==> src/rtl/mem_arbiter_if.sv <==
// Bundle of signals between the arbiter, its two requesters and the shared RAM port.
// The slave modport is the arbiter's view; master is the requester/RAM side.
interface mem_arbiter_if #(
    parameter int ADDR_W = 32,
    parameter int DATA_W = 32
);
    // Instruction-fetch requester
    logic              iREN;
    logic [ADDR_W-1:0] iaddr;
    logic              iwait;
    logic [DATA_W-1:0] iload;

    // Data requester
    logic              dREN;
    logic              dWEN;
    logic [ADDR_W-1:0] daddr;
    logic [DATA_W-1:0] dstore;
    logic              dwait;
    logic [DATA_W-1:0] dload;

    // Shared RAM port
    logic              ramREN;
    logic              ramWEN;
    logic [ADDR_W-1:0] ramaddr;
    logic [DATA_W-1:0] ramstore;
    logic [DATA_W-1:0] ramload;
    logic              ramready;

    modport slave (
        input  iREN, iaddr, dREN, dWEN, daddr, dstore, ramload, ramready,
        output iwait, iload, dwait, dload, ramREN, ramWEN, ramaddr, ramstore
    );

    modport master (
        output iREN, iaddr, dREN, dWEN, daddr, dstore, ramload, ramready,
        input  iwait, iload, dwait, dload, ramREN, ramWEN, ramaddr, ramstore
    );
endinterface

==> src/rtl/mem_arbiter.sv <==
// Shares one RAM port between instruction fetch and data accesses.
// Data wins arbitration, except that after MAX_DSTREAK back-to-back data
// grants with fetch waiting, fetch is forced through once.
module mem_arbiter #(
    parameter int ADDR_W      = 32,
    parameter int DATA_W      = 32,
    parameter int MAX_DSTREAK = 4
) (
    input  logic          CLK,
    input  logic          RST,
    mem_arbiter_if.slave  bus
);
    localparam int SW = $clog2(MAX_DSTREAK + 1);
    localparam logic [SW-1:0] STREAK_MAX = SW'(MAX_DSTREAK);

    typedef enum logic [1:0] {
        IDLE    = 2'd0,
        GRANT_I = 2'd1,
        GRANT_D = 2'd2
    } state_t;

    state_t            state_q;
    logic [SW-1:0]     dstreak_q;
    logic [SW-1:0]     dstreak_d;
    logic              wr_q;       // latched data access type: 1 = write
    logic [ADDR_W-1:0] addr_q;
    logic [DATA_W-1:0] store_q;
    logic [DATA_W-1:0] iload_q;
    logic [DATA_W-1:0] dload_q;

    logic d_req;
    logic done_i;
    logic done_d;
    logic pick_d;

    assign d_req  = bus.dREN | bus.dWEN;
    assign done_i = (state_q == GRANT_I) && bus.ramready;
    assign done_d = (state_q == GRANT_D) && bus.ramready;
    // Data wins unless fetch is pending and has already waited out a full streak
    assign pick_d = d_req && !(bus.iREN && (dstreak_q == STREAK_MAX));

    // Streak of data completions while fetch waits; any idle fetch cycle resets it
    always_comb begin
        dstreak_d = dstreak_q;
        if (!bus.iREN || done_i) begin
            dstreak_d = '0;
        end else if (done_d && (dstreak_q != STREAK_MAX)) begin
            dstreak_d = dstreak_q + 1'b1;
        end
    end

    // Arbitration FSM: latch the winner's request on grant, capture load data on completion
    always_ff @(posedge CLK) begin
        if (RST) begin
            state_q   <= IDLE;
            dstreak_q <= '0;
            wr_q      <= 1'b0;
            addr_q    <= '0;
            store_q   <= '0;
            iload_q   <= '0;
            dload_q   <= '0;
        end else begin
            dstreak_q <= dstreak_d;
            case (state_q)
                IDLE: begin
                    if (pick_d) begin
                        state_q <= GRANT_D;
                        wr_q    <= bus.dWEN;   // write takes precedence over a concurrent read
                        addr_q  <= bus.daddr;
                        store_q <= bus.dstore;
                    end else if (bus.iREN) begin
                        state_q <= GRANT_I;
                        wr_q    <= 1'b0;
                        addr_q  <= bus.iaddr;
                    end
                end
                GRANT_I: begin
                    if (bus.ramready) begin
                        state_q <= IDLE;
                        // A dropped request still completes, but its data is discarded
                        if (bus.iREN) begin
                            iload_q <= bus.ramload;
                        end
                    end
                end
                GRANT_D: begin
                    if (bus.ramready) begin
                        state_q <= IDLE;
                        if (!wr_q && bus.dREN) begin
                            dload_q <= bus.ramload;
                        end
                    end
                end
                default: state_q <= IDLE;
            endcase
        end
    end

    // Strobes and wait lines are forced low during reset so an aborted access stops at once
    assign bus.ramREN   = !RST && ((state_q == GRANT_I) || ((state_q == GRANT_D) && !wr_q));
    assign bus.ramWEN   = !RST && (state_q == GRANT_D) && wr_q;
    assign bus.ramaddr  = addr_q;
    assign bus.ramstore = store_q;
    assign bus.iwait    = !RST && bus.iREN && !done_i;
    assign bus.dwait    = !RST && d_req && !done_d;
    assign bus.iload    = iload_q;
    assign bus.dload    = dload_q;
endmodule

==> src/flat_wrapper.sv <==
// flat-port wrapper written by rule: the top's interface ports become plain ports
module mem_arbiter_flat 
#(
    parameter int ADDR_W      = 32,
    parameter int DATA_W      = 32,
    parameter int MAX_DSTREAK = 4
)
  (CLK, RST, bus_iREN, bus_iaddr, bus_dREN, bus_dWEN, bus_daddr, bus_dstore, bus_ramload, bus_ramready, bus_iwait, bus_iload, bus_dwait, bus_dload, bus_ramREN, bus_ramWEN, bus_ramaddr, bus_ramstore);
  mem_arbiter_if #(.ADDR_W(ADDR_W), .DATA_W(DATA_W)) bus_i ();
  input  logic CLK;
  input  logic RST;
  input wire logic [$bits(bus_i.iREN)-1:0] bus_iREN;
  input wire logic [$bits(bus_i.iaddr)-1:0] bus_iaddr;
  input wire logic [$bits(bus_i.dREN)-1:0] bus_dREN;
  input wire logic [$bits(bus_i.dWEN)-1:0] bus_dWEN;
  input wire logic [$bits(bus_i.daddr)-1:0] bus_daddr;
  input wire logic [$bits(bus_i.dstore)-1:0] bus_dstore;
  input wire logic [$bits(bus_i.ramload)-1:0] bus_ramload;
  input wire logic [$bits(bus_i.ramready)-1:0] bus_ramready;
  output wire logic [$bits(bus_i.iwait)-1:0] bus_iwait;
  output wire logic [$bits(bus_i.iload)-1:0] bus_iload;
  output wire logic [$bits(bus_i.dwait)-1:0] bus_dwait;
  output wire logic [$bits(bus_i.dload)-1:0] bus_dload;
  output wire logic [$bits(bus_i.ramREN)-1:0] bus_ramREN;
  output wire logic [$bits(bus_i.ramWEN)-1:0] bus_ramWEN;
  output wire logic [$bits(bus_i.ramaddr)-1:0] bus_ramaddr;
  output wire logic [$bits(bus_i.ramstore)-1:0] bus_ramstore;
  assign bus_i.iREN = bus_iREN;
  assign bus_i.iaddr = bus_iaddr;
  assign bus_i.dREN = bus_dREN;
  assign bus_i.dWEN = bus_dWEN;
  assign bus_i.daddr = bus_daddr;
  assign bus_i.dstore = bus_dstore;
  assign bus_i.ramload = bus_ramload;
  assign bus_i.ramready = bus_ramready;
  assign bus_iwait = bus_i.iwait;
  assign bus_iload = bus_i.iload;
  assign bus_dwait = bus_i.dwait;
  assign bus_dload = bus_i.dload;
  assign bus_ramREN = bus_i.ramREN;
  assign bus_ramWEN = bus_i.ramWEN;
  assign bus_ramaddr = bus_i.ramaddr;
  assign bus_ramstore = bus_i.ramstore;
  mem_arbiter #(.ADDR_W(ADDR_W), .DATA_W(DATA_W), .MAX_DSTREAK(MAX_DSTREAK)) u_core (.CLK(CLK), .RST(RST), .bus(bus_i));
endmodule
==> config.mk <==
export PLATFORM = sky130hd
export DESIGN_NAME = mem_arbiter_flat
export DESIGN_NICKNAME = d
export VERILOG_FILES = /design/src/rtl/mem_arbiter_if.sv /design/src/rtl/mem_arbiter.sv /design/src/flat_wrapper.sv
export SDC_FILE = /design/constraint.sdc
export NUM_CORES = 1
export LEC_CHECK = 0
export ABC_CLOCK_PERIOD_IN_PS = 5000
export CORE_ASPECT_RATIO = 2
export CORE_MARGIN = 5
export CORE_UTILIZATION = 44
export DETAILED_ROUTE_END_ITERATION = 6
export PLACE_DENSITY = 0.86
export SYNTH_ARGS = -nofsm -noshare
export SYNTH_HDL_FRONTEND = slang
export SYNTH_SLANG_ARGS = --single-unit
==> constraint.sdc <==
create_clock -name CLK -period 5 [get_ports CLK]
set_clock_uncertainty 0.15 [all_clocks]
set_input_delay 0.75 -clock CLK [delete_from_list [all_inputs] [get_ports CLK]]
set_output_delay 0.75 -clock CLK [all_outputs]
set_load 0.05 [all_outputs]
==> run_results.csv, run 1 <==
group,metric,value,unit
outcome,status,"finished clean",
layout,multi_input_area,0.002551,mm²
setup_path,crit_type,"input port to primary output",
layout,nets,1036,
floorplan,die_area,0.01506,mm²
timing,hold_viol,0,
timing,fin_crit,3.409,ns
synth,synth_top_cell_by_area,"dfxtp_1",
layout,n_antenna_cell,0,
layout,regArea,0.002683,mm²
setup_path,slowest_delay,0.83,ns
synth,avgSynthCellArea,8.400,µm²
grt,grt_pass1_vias,5617,
clocking,cts_tree,"built",
clocking,numClockSinks,134,
clocking,cts-resized-gates,0,
synth,synth_top_area_share,48.46,%
synth,ys.flop_type,"dfxtp_1",
placed_design,port_buffers,265,
placed_design,dp_slack,1.598,ns
hold_path,hold_class,"flip-flop to flip-flop",
detailed_routing,routed_wl,18.43,mm
layout,fill_cells,944,
floorplan,placementRows,58,
grt,overflow,0,
layout,area_growth_syn_to_layout,58.82,%
setup_path,cp.arrival,2.51,ns
synth,synthesis.area,0.005535,mm²
synth,synth-edff-count,0,
job,cap_violations,0,
clocking,post-cts-setup-buffers,0,
synth,synth_area_leaders,"dfxtp_1, nand2_1, nand2b_1",
clocking,clk_latency,0.41,ns
timing,tightest_slew,1.068,ns
clocking,cts_made_buffers,17,
hold_path,hold_depth,2,
clocking,root_buffer,"clkbuf_16",
setup_path,worstPathRequired,4.10,ns
power,power.density,367.3,mW/mm²
grt,grt_pass1_wl,28.12,mm
floorplan,start_util,44.35,%
detailed_routing,drc,0,
synth,yosys_register_bits,134,
floorplan,io_pins,266,
setup_path,cp_cell_sequence,"clkdlybuf4s50_1 > nand2_1 > nand2_1 > nor2_1 > clkdlybuf4s50_1",
synth,seq_area_frac_synth,48.46,%
detailed_routing,wire_per_inst,17.39,µm
setup_path,ff2ff_path_depth,6,
detailed_routing,num_vias,5580,
timing,slew_headroom,28.76,%
detailed_routing,via_per_inst,5.264,
clocking,clk_pin_slew,0.07,ns
power,irDropWorstVdd,288.4,µV
setup_path,cp_max_fo,8,
synth,yosysMostFrequentCell,"dfxtp_1",
timing,rsz0062_at_grt,"no",
synth,yosysUniqueCellTypes,34,
synth,synth_common_cells,"dfxtp_1, nand2_1, a21oi_1",
timing,layout_setup_ws,1.591,ns
setup_path,worstSetupStartpointType,"input port",
layout,drive_above_1_share,5.275,%
setup_path,worst_setup_path_end_kind,"primary output",
grt,antenna_found_initial,0,
placed_design,place_congestion,0.8053,
placed_design,hpwl,13.06,mm
setup_path,cp_slowest_cell,"clkdlybuf4s50_1",
synth,syn_nets,798,
power,leakagePower,3.244,nW
timing,min_period_over_period,68.18,%
timing,setup_violations,0,
timing,final_max_slew_viol_count,0,
grt,grt_start_max_net_pins,69,
synth,yosysWarnings,0,
setup_path,r2r_slack,2.61,ns
synth,postSynthCellCount,659,
detailed_routing,drt_iter0_markers,203,
timing,fmax,293.4,MHz
timing,setup-tns-final,0,ns
clocking,clockBufferDepth,2,
synth,async_reset_ff_share,0,%
detailed_routing,dr.pass1.iters,4,
detailed_routing,ant_nets,0,
floorplan,core_area,0.01248,mm²
clocking,hold_buffers,0,
floorplan,die_h,168.6,µm
grt,grt_usage,24.00,%
clocking,ctsHtreeMaxLevel,4,
floorplan,die_w,89.31,µm
-- where the power goes --
| group | leakage, nW | switching (W) | internal [W] | total [W] |
|---|---|---|---|---|
| Combinational | 1.85 | 0.000467 | 0.000305 | 0.000773 |
| Sequential | 1.10 | 0.0000410 | 0.00114 | 0.00119 |
| Clock | 0.299 | 0.000551 | 0.000719 | 0.00127 |
| Total | 3.24 | 0.00106 | 0.00217 | 0.00323 |
-- layout make-up --
cell class	count	share of cell area [%]
Timing Repair Buffer	276	31.08
Sequential cell	134	30.52
Multi-Input combinational cell	461	29.02
Clock buffer	17	4.839
Tap cell	150	2.135
Clock inverter	15	2.106
Inverter	7	0.2989
-- cells by family after synthesis --
kind of cell	Yosys count	share of synthesized area, %
AO/OA/AOI/OAI	142	15.26
buffers and inverters	64	5.516
multiplexers	32	5.787
flip-flops	134	48.46
AND/OR/NAND/NOR	282	23.85
adder cells (fa/ha/maj)	5	1.130
-- metal layers --
metal  global-route usage, %  vias to the layer above  wire, µm
li1                        -                     2712         -
met1                   24.60                     2599      6533
met2                   42.43                      227      9661
met3                   7.647                       42      1565
met4                   11.60                        0       671
met5                       0                        -         0
-- critical path, delay by kind of cell --
family / cells / cell delay [ns]
AND/OR/NAND/NOR: 3 / 0.39
buffers and inverters: 2 / 1.37
-- per-stage QoR --
step	cells	area (µm²)	total power (W)	utilization (%)	hold WS (ns)
2_1_floorplan	659	5535	0.001683	-	0.3197
3_3_place_gp	1028	8180	0.001972	65.54	0.2902
3_5_place_dp	1028	8180	0.001983	65.54	0.2955
4_1_cts	1060	8791	0.003254	70.43	0.3043
5_1_grt	1060	8791	0.003352	70.43	0.3210
6_report	1060	8791	0.003229	70.43	0.3041
-- flip-flops by register name, summed over array words and instances (netlist names) --
| signal | flops |
|---|---|
| u_core.state_q | 2 |
| u_core.bus.ramaddr | 32 |
| u_core.dstreak_q | 3 |
| u_core.bus.iload | 32 |
| u_core.bus.ramstore | 32 |
| u_core.bus.dload | 32 |
| u_core.wr_q | 1 |
-- placed cells by master, fill, tap and decap left out, types with 2 or more instances in the layout --
master           Yosys  routed
clkdlybuf4s50_1      0     264
dfxtp_1            134     134
nand2_1            132     132
a21oi_1             70      70
nand2b_1            65      65
nor2_1              36      35
nand3_1             34      34
o21ai_0             34      34
mux2i_1             32      32
a311oi_1            32      32
clkbuf_16            0      17
buf_4                1      12
inv_1                7       7
ha_1                 5       5
inv_8                0       4
inv_6                0       4
clkinv_8             0       3
clkinv_4             0       3
and3_1               2       2
o21ai_1              2       2
or3_1                2       2
-- path summary, 6_finish.rpt --
kind | startpoint | endpoint
hold / removal | u_core.bus.dload[20] | u_core.bus.dload[20]
hold reg to reg | u_core.bus.dload[20] | u_core.bus.dload[20]
setup / recovery | bus_ramready | bus_dwait
setup reg to reg | u_core.dstreak_q[0] | u_core.bus.ramaddr[9]
Note: power is estimated with default switching activity, not from simulation.
==> run 2, diff against run 1 <==
--- a/config.mk
+++ b/config.mk
@@ -5,12 +5,12 @@
 export SDC_FILE = /design/constraint.sdc
 export NUM_CORES = 1
 export LEC_CHECK = 0
-export ABC_CLOCK_PERIOD_IN_PS = 5000
+export ABC_CLOCK_PERIOD_IN_PS = 3300
 export CORE_ASPECT_RATIO = 2
 export CORE_MARGIN = 5
-export CORE_UTILIZATION = 44
+export CORE_UTILIZATION = 41
 export DETAILED_ROUTE_END_ITERATION = 6
-export PLACE_DENSITY = 0.86
+export PLACE_DENSITY = 0.81
 export SYNTH_ARGS = -nofsm -noshare
 export SYNTH_HDL_FRONTEND = slang
 export SYNTH_SLANG_ARGS = --single-unit
==> constraint.sdc (replaced) <==
create_clock -name CLK -period 3.3 [get_ports CLK]
set_clock_uncertainty 0.15 [all_clocks]
set_input_delay 0.495 -clock CLK [delete_from_list [all_inputs] [get_ports CLK]]
set_output_delay 0.495 -clock CLK [all_outputs]
set_load 0.05 [all_outputs]
==> run 2 against run 1 <==
  * Final cell count up 0.75%
  * Hold slack lost 0.13 ns
  * Wire length hardly changed
  * Clock power rose by 40%
  * Combinational power is 53% higher
  * Sequential share of layout area is essentially flat
  * Via count decreased by 1.7%
  * First-iteration DRC count rose by 0.49%
  * Power grew 47%
  * Sequential cell count is the same
  * Die area up 6.7%
  * Critical path type is now flip-flop to primary output
  * Largest power group is now registers
==> run_results.csv, run 2 (same netlist as run 1, synthesis figures left out) <==
group,metric,value,unit
outcome,status,"finished clean",
setup_path,worstPathRequired,2.65,ns
setup_path,crit_type,"flip-flop to primary output",
setup_path,cp_slowest_cell,"clkdlybuf4s50_1",
clocking,cts_tree,"built",
power,power.density,540.8,mW/mm²
clocking,clk_pin_slew,0.06,ns
floorplan,die_w,92.16,µm
timing,hold_viol,0,
timing,setup_violations,0,
floorplan,start_util,41.42,%
placed_design,place_congestion,0.8287,
detailed_routing,num_vias,5483,
detailed_routing,drt_iter0_markers,204,
timing,slew_headroom,45.97,%
setup_path,worstSetupStartpointType,"flip-flop",
layout,area_growth_syn_to_layout,58.91,%
timing,hold_ws,0.1731,ns
grt,grt_pass1_wl,29.18,mm
timing,setup-tns-final,0,ns
layout,multi_input_area,0.002556,mm²
detailed_routing,wire_per_inst,17.27,µm
timing,min_period_over_period,86.40,%
setup_path,cp_max_fo,4,
setup_path,slowest_delay,0.81,ns
layout,n_antenna_cell,0,
clocking,root_buffer,"clkbuf_16",
layout,nets,1039,
timing,rsz0062_at_grt,"no",
setup_path,worst_setup_path_end_kind,"primary output",
setup_path,cp_cell_sequence,"inv_1 > ha_1 > nand2_1 > nand3b_1 > inv_1 > clkdlybuf4s50_1",
placed_design,port_buffers,265,
timing,final_max_slew_viol_count,0,
setup_path,path_common_cell,"inv_1",
hold_path,hold_class,"input port to flip-flop",
power,switching_share,32.70,%
placed_design,hpwl,13.40,mm
setup_path,cp.arrival,2.21,ns
clocking,cts-resized-gates,0,
layout,final_cell_mix,"clkdlybuf4s50_1, dfxtp_1, nand2_1, a21oi_1, nand2b_1",
detailed_routing,drc,0,
power,p_int,0.003201,W
layout,drive_above_1_share,5.805,%
grt,antenna_found_initial,0,
floorplan,die_area,0.01607,mm²
grt,grt_pass1_vias,5603,
detailed_routing,dr.pass1.iters,5,
clocking,hold_buffers,0,
floorplan,placementRows,60,
power,clock_power_share,37.5,%
clocking,ctsHtreeMaxLevel,4,
layout,fill_cells,1113,
clocking,numClockSinks,134,
clocking,cts_made_buffers,17,
floorplan,die_h,174.3,µm
layout,final_common_cell,"clkdlybuf4s50_1",
power,irDropWorstVdd,396.9,µV
layout,regArea,0.002683,mm²
detailed_routing,ant_nets,0,
grt,grt_start_max_net_pins,96,
timing,layout_setup_ws,0.4487,ns
floorplan,core_area,0.01336,mm²
job,cap_violations,0,
timing,fmax,350.7,MHz
timing,fin_crit,2.851,ns
power,leakagePower,3.238,nW
grt,grt_usage,22.94,%
power,pwr-share-comb,24.8,%
power,pwr-share-seq,37.7,%
grt,overflow,0,
clocking,clk_latency,0.40,ns
timing,tightest_slew,0.8105,ns
detailed_routing,via_per_inst,5.134,
clocking,post-cts-setup-buffers,0,
placed_design,dp_slack,0.4716,ns
clocking,clockBufferDepth,2,
detailed_routing,routed_wl,18.44,mm
floorplan,io_pins,266,
power,p_sw,0.001556,W
[run 2: cell type report]
cell class	count	share of cell area (%)
clock buffers	17	4.836
clock inverters	15	1.522
inverters	7	0.2987
multi-input cells	461	29.06
flip-flops and latches	134	30.50
well taps	155	2.205
repair buffers	279	31.58
[run 2: critical path, delay by kind of cell, from the launching register on]
kind / cells / cell delay, ns
simple gates: 2 / 0.22
fa+ha+maj: 1 / 0.23
buf+inv: 3 / 0.97
flops: 1 / 0.37
[run 2: final timing paths]
path                             from                endpoint  slack (ns)  depth (start not counted)
setup / recovery    u_core.state_q[1]               bus_iwait        0.45                          6
setup reg to reg    u_core.state_q[1]  u_core.bus.ramaddr[13]        1.14                          6
hold reg to reg   u_core.bus.iload[1]     u_core.bus.iload[1]        0.30                          2
hold / removal                    RST       u_core.state_q[1]        0.17                          2
[run 2: power groups by stage]
stage          clock, W  sequential (W)  combinational (W)
2_1_floorplan         0         0.00221           0.000336
3_3_place_gp          0         0.00182            0.00118
3_5_place_dp          0         0.00183            0.00119
4_1_cts         0.00183         0.00179            0.00119
5_1_grt         0.00192         0.00181            0.00124
6_report        0.00178         0.00179            0.00118
[run 2: metrics by stage]
step                instance area (µm²)  total power, W  util [%]  instances
global route                       8796        0.004971     65.82       1068
CTS                                8796        0.004819     65.82       1068
global placement                   8237        0.003000     61.64       1036
detailed placement                 8237        0.003017     61.64       1036
floorplan                          5535        0.002549         -        659
finish                             8796        0.004757     65.82       1068
[run 2: layer usage]
| metal | vias to the layer above | track usage (%) | part of all wire (%) |
|---|---|---|---|
| met1 | 2533 | 23.89 | 37 |
| met5 | - | 0 | 0 |
| met2 | 210 | 41.61 | 52 |
| met3 | 27 | 8.965 | 8.8 |
| li1 | 2713 | - | - |
| met4 | 0 | 7.320 | 2.0 |
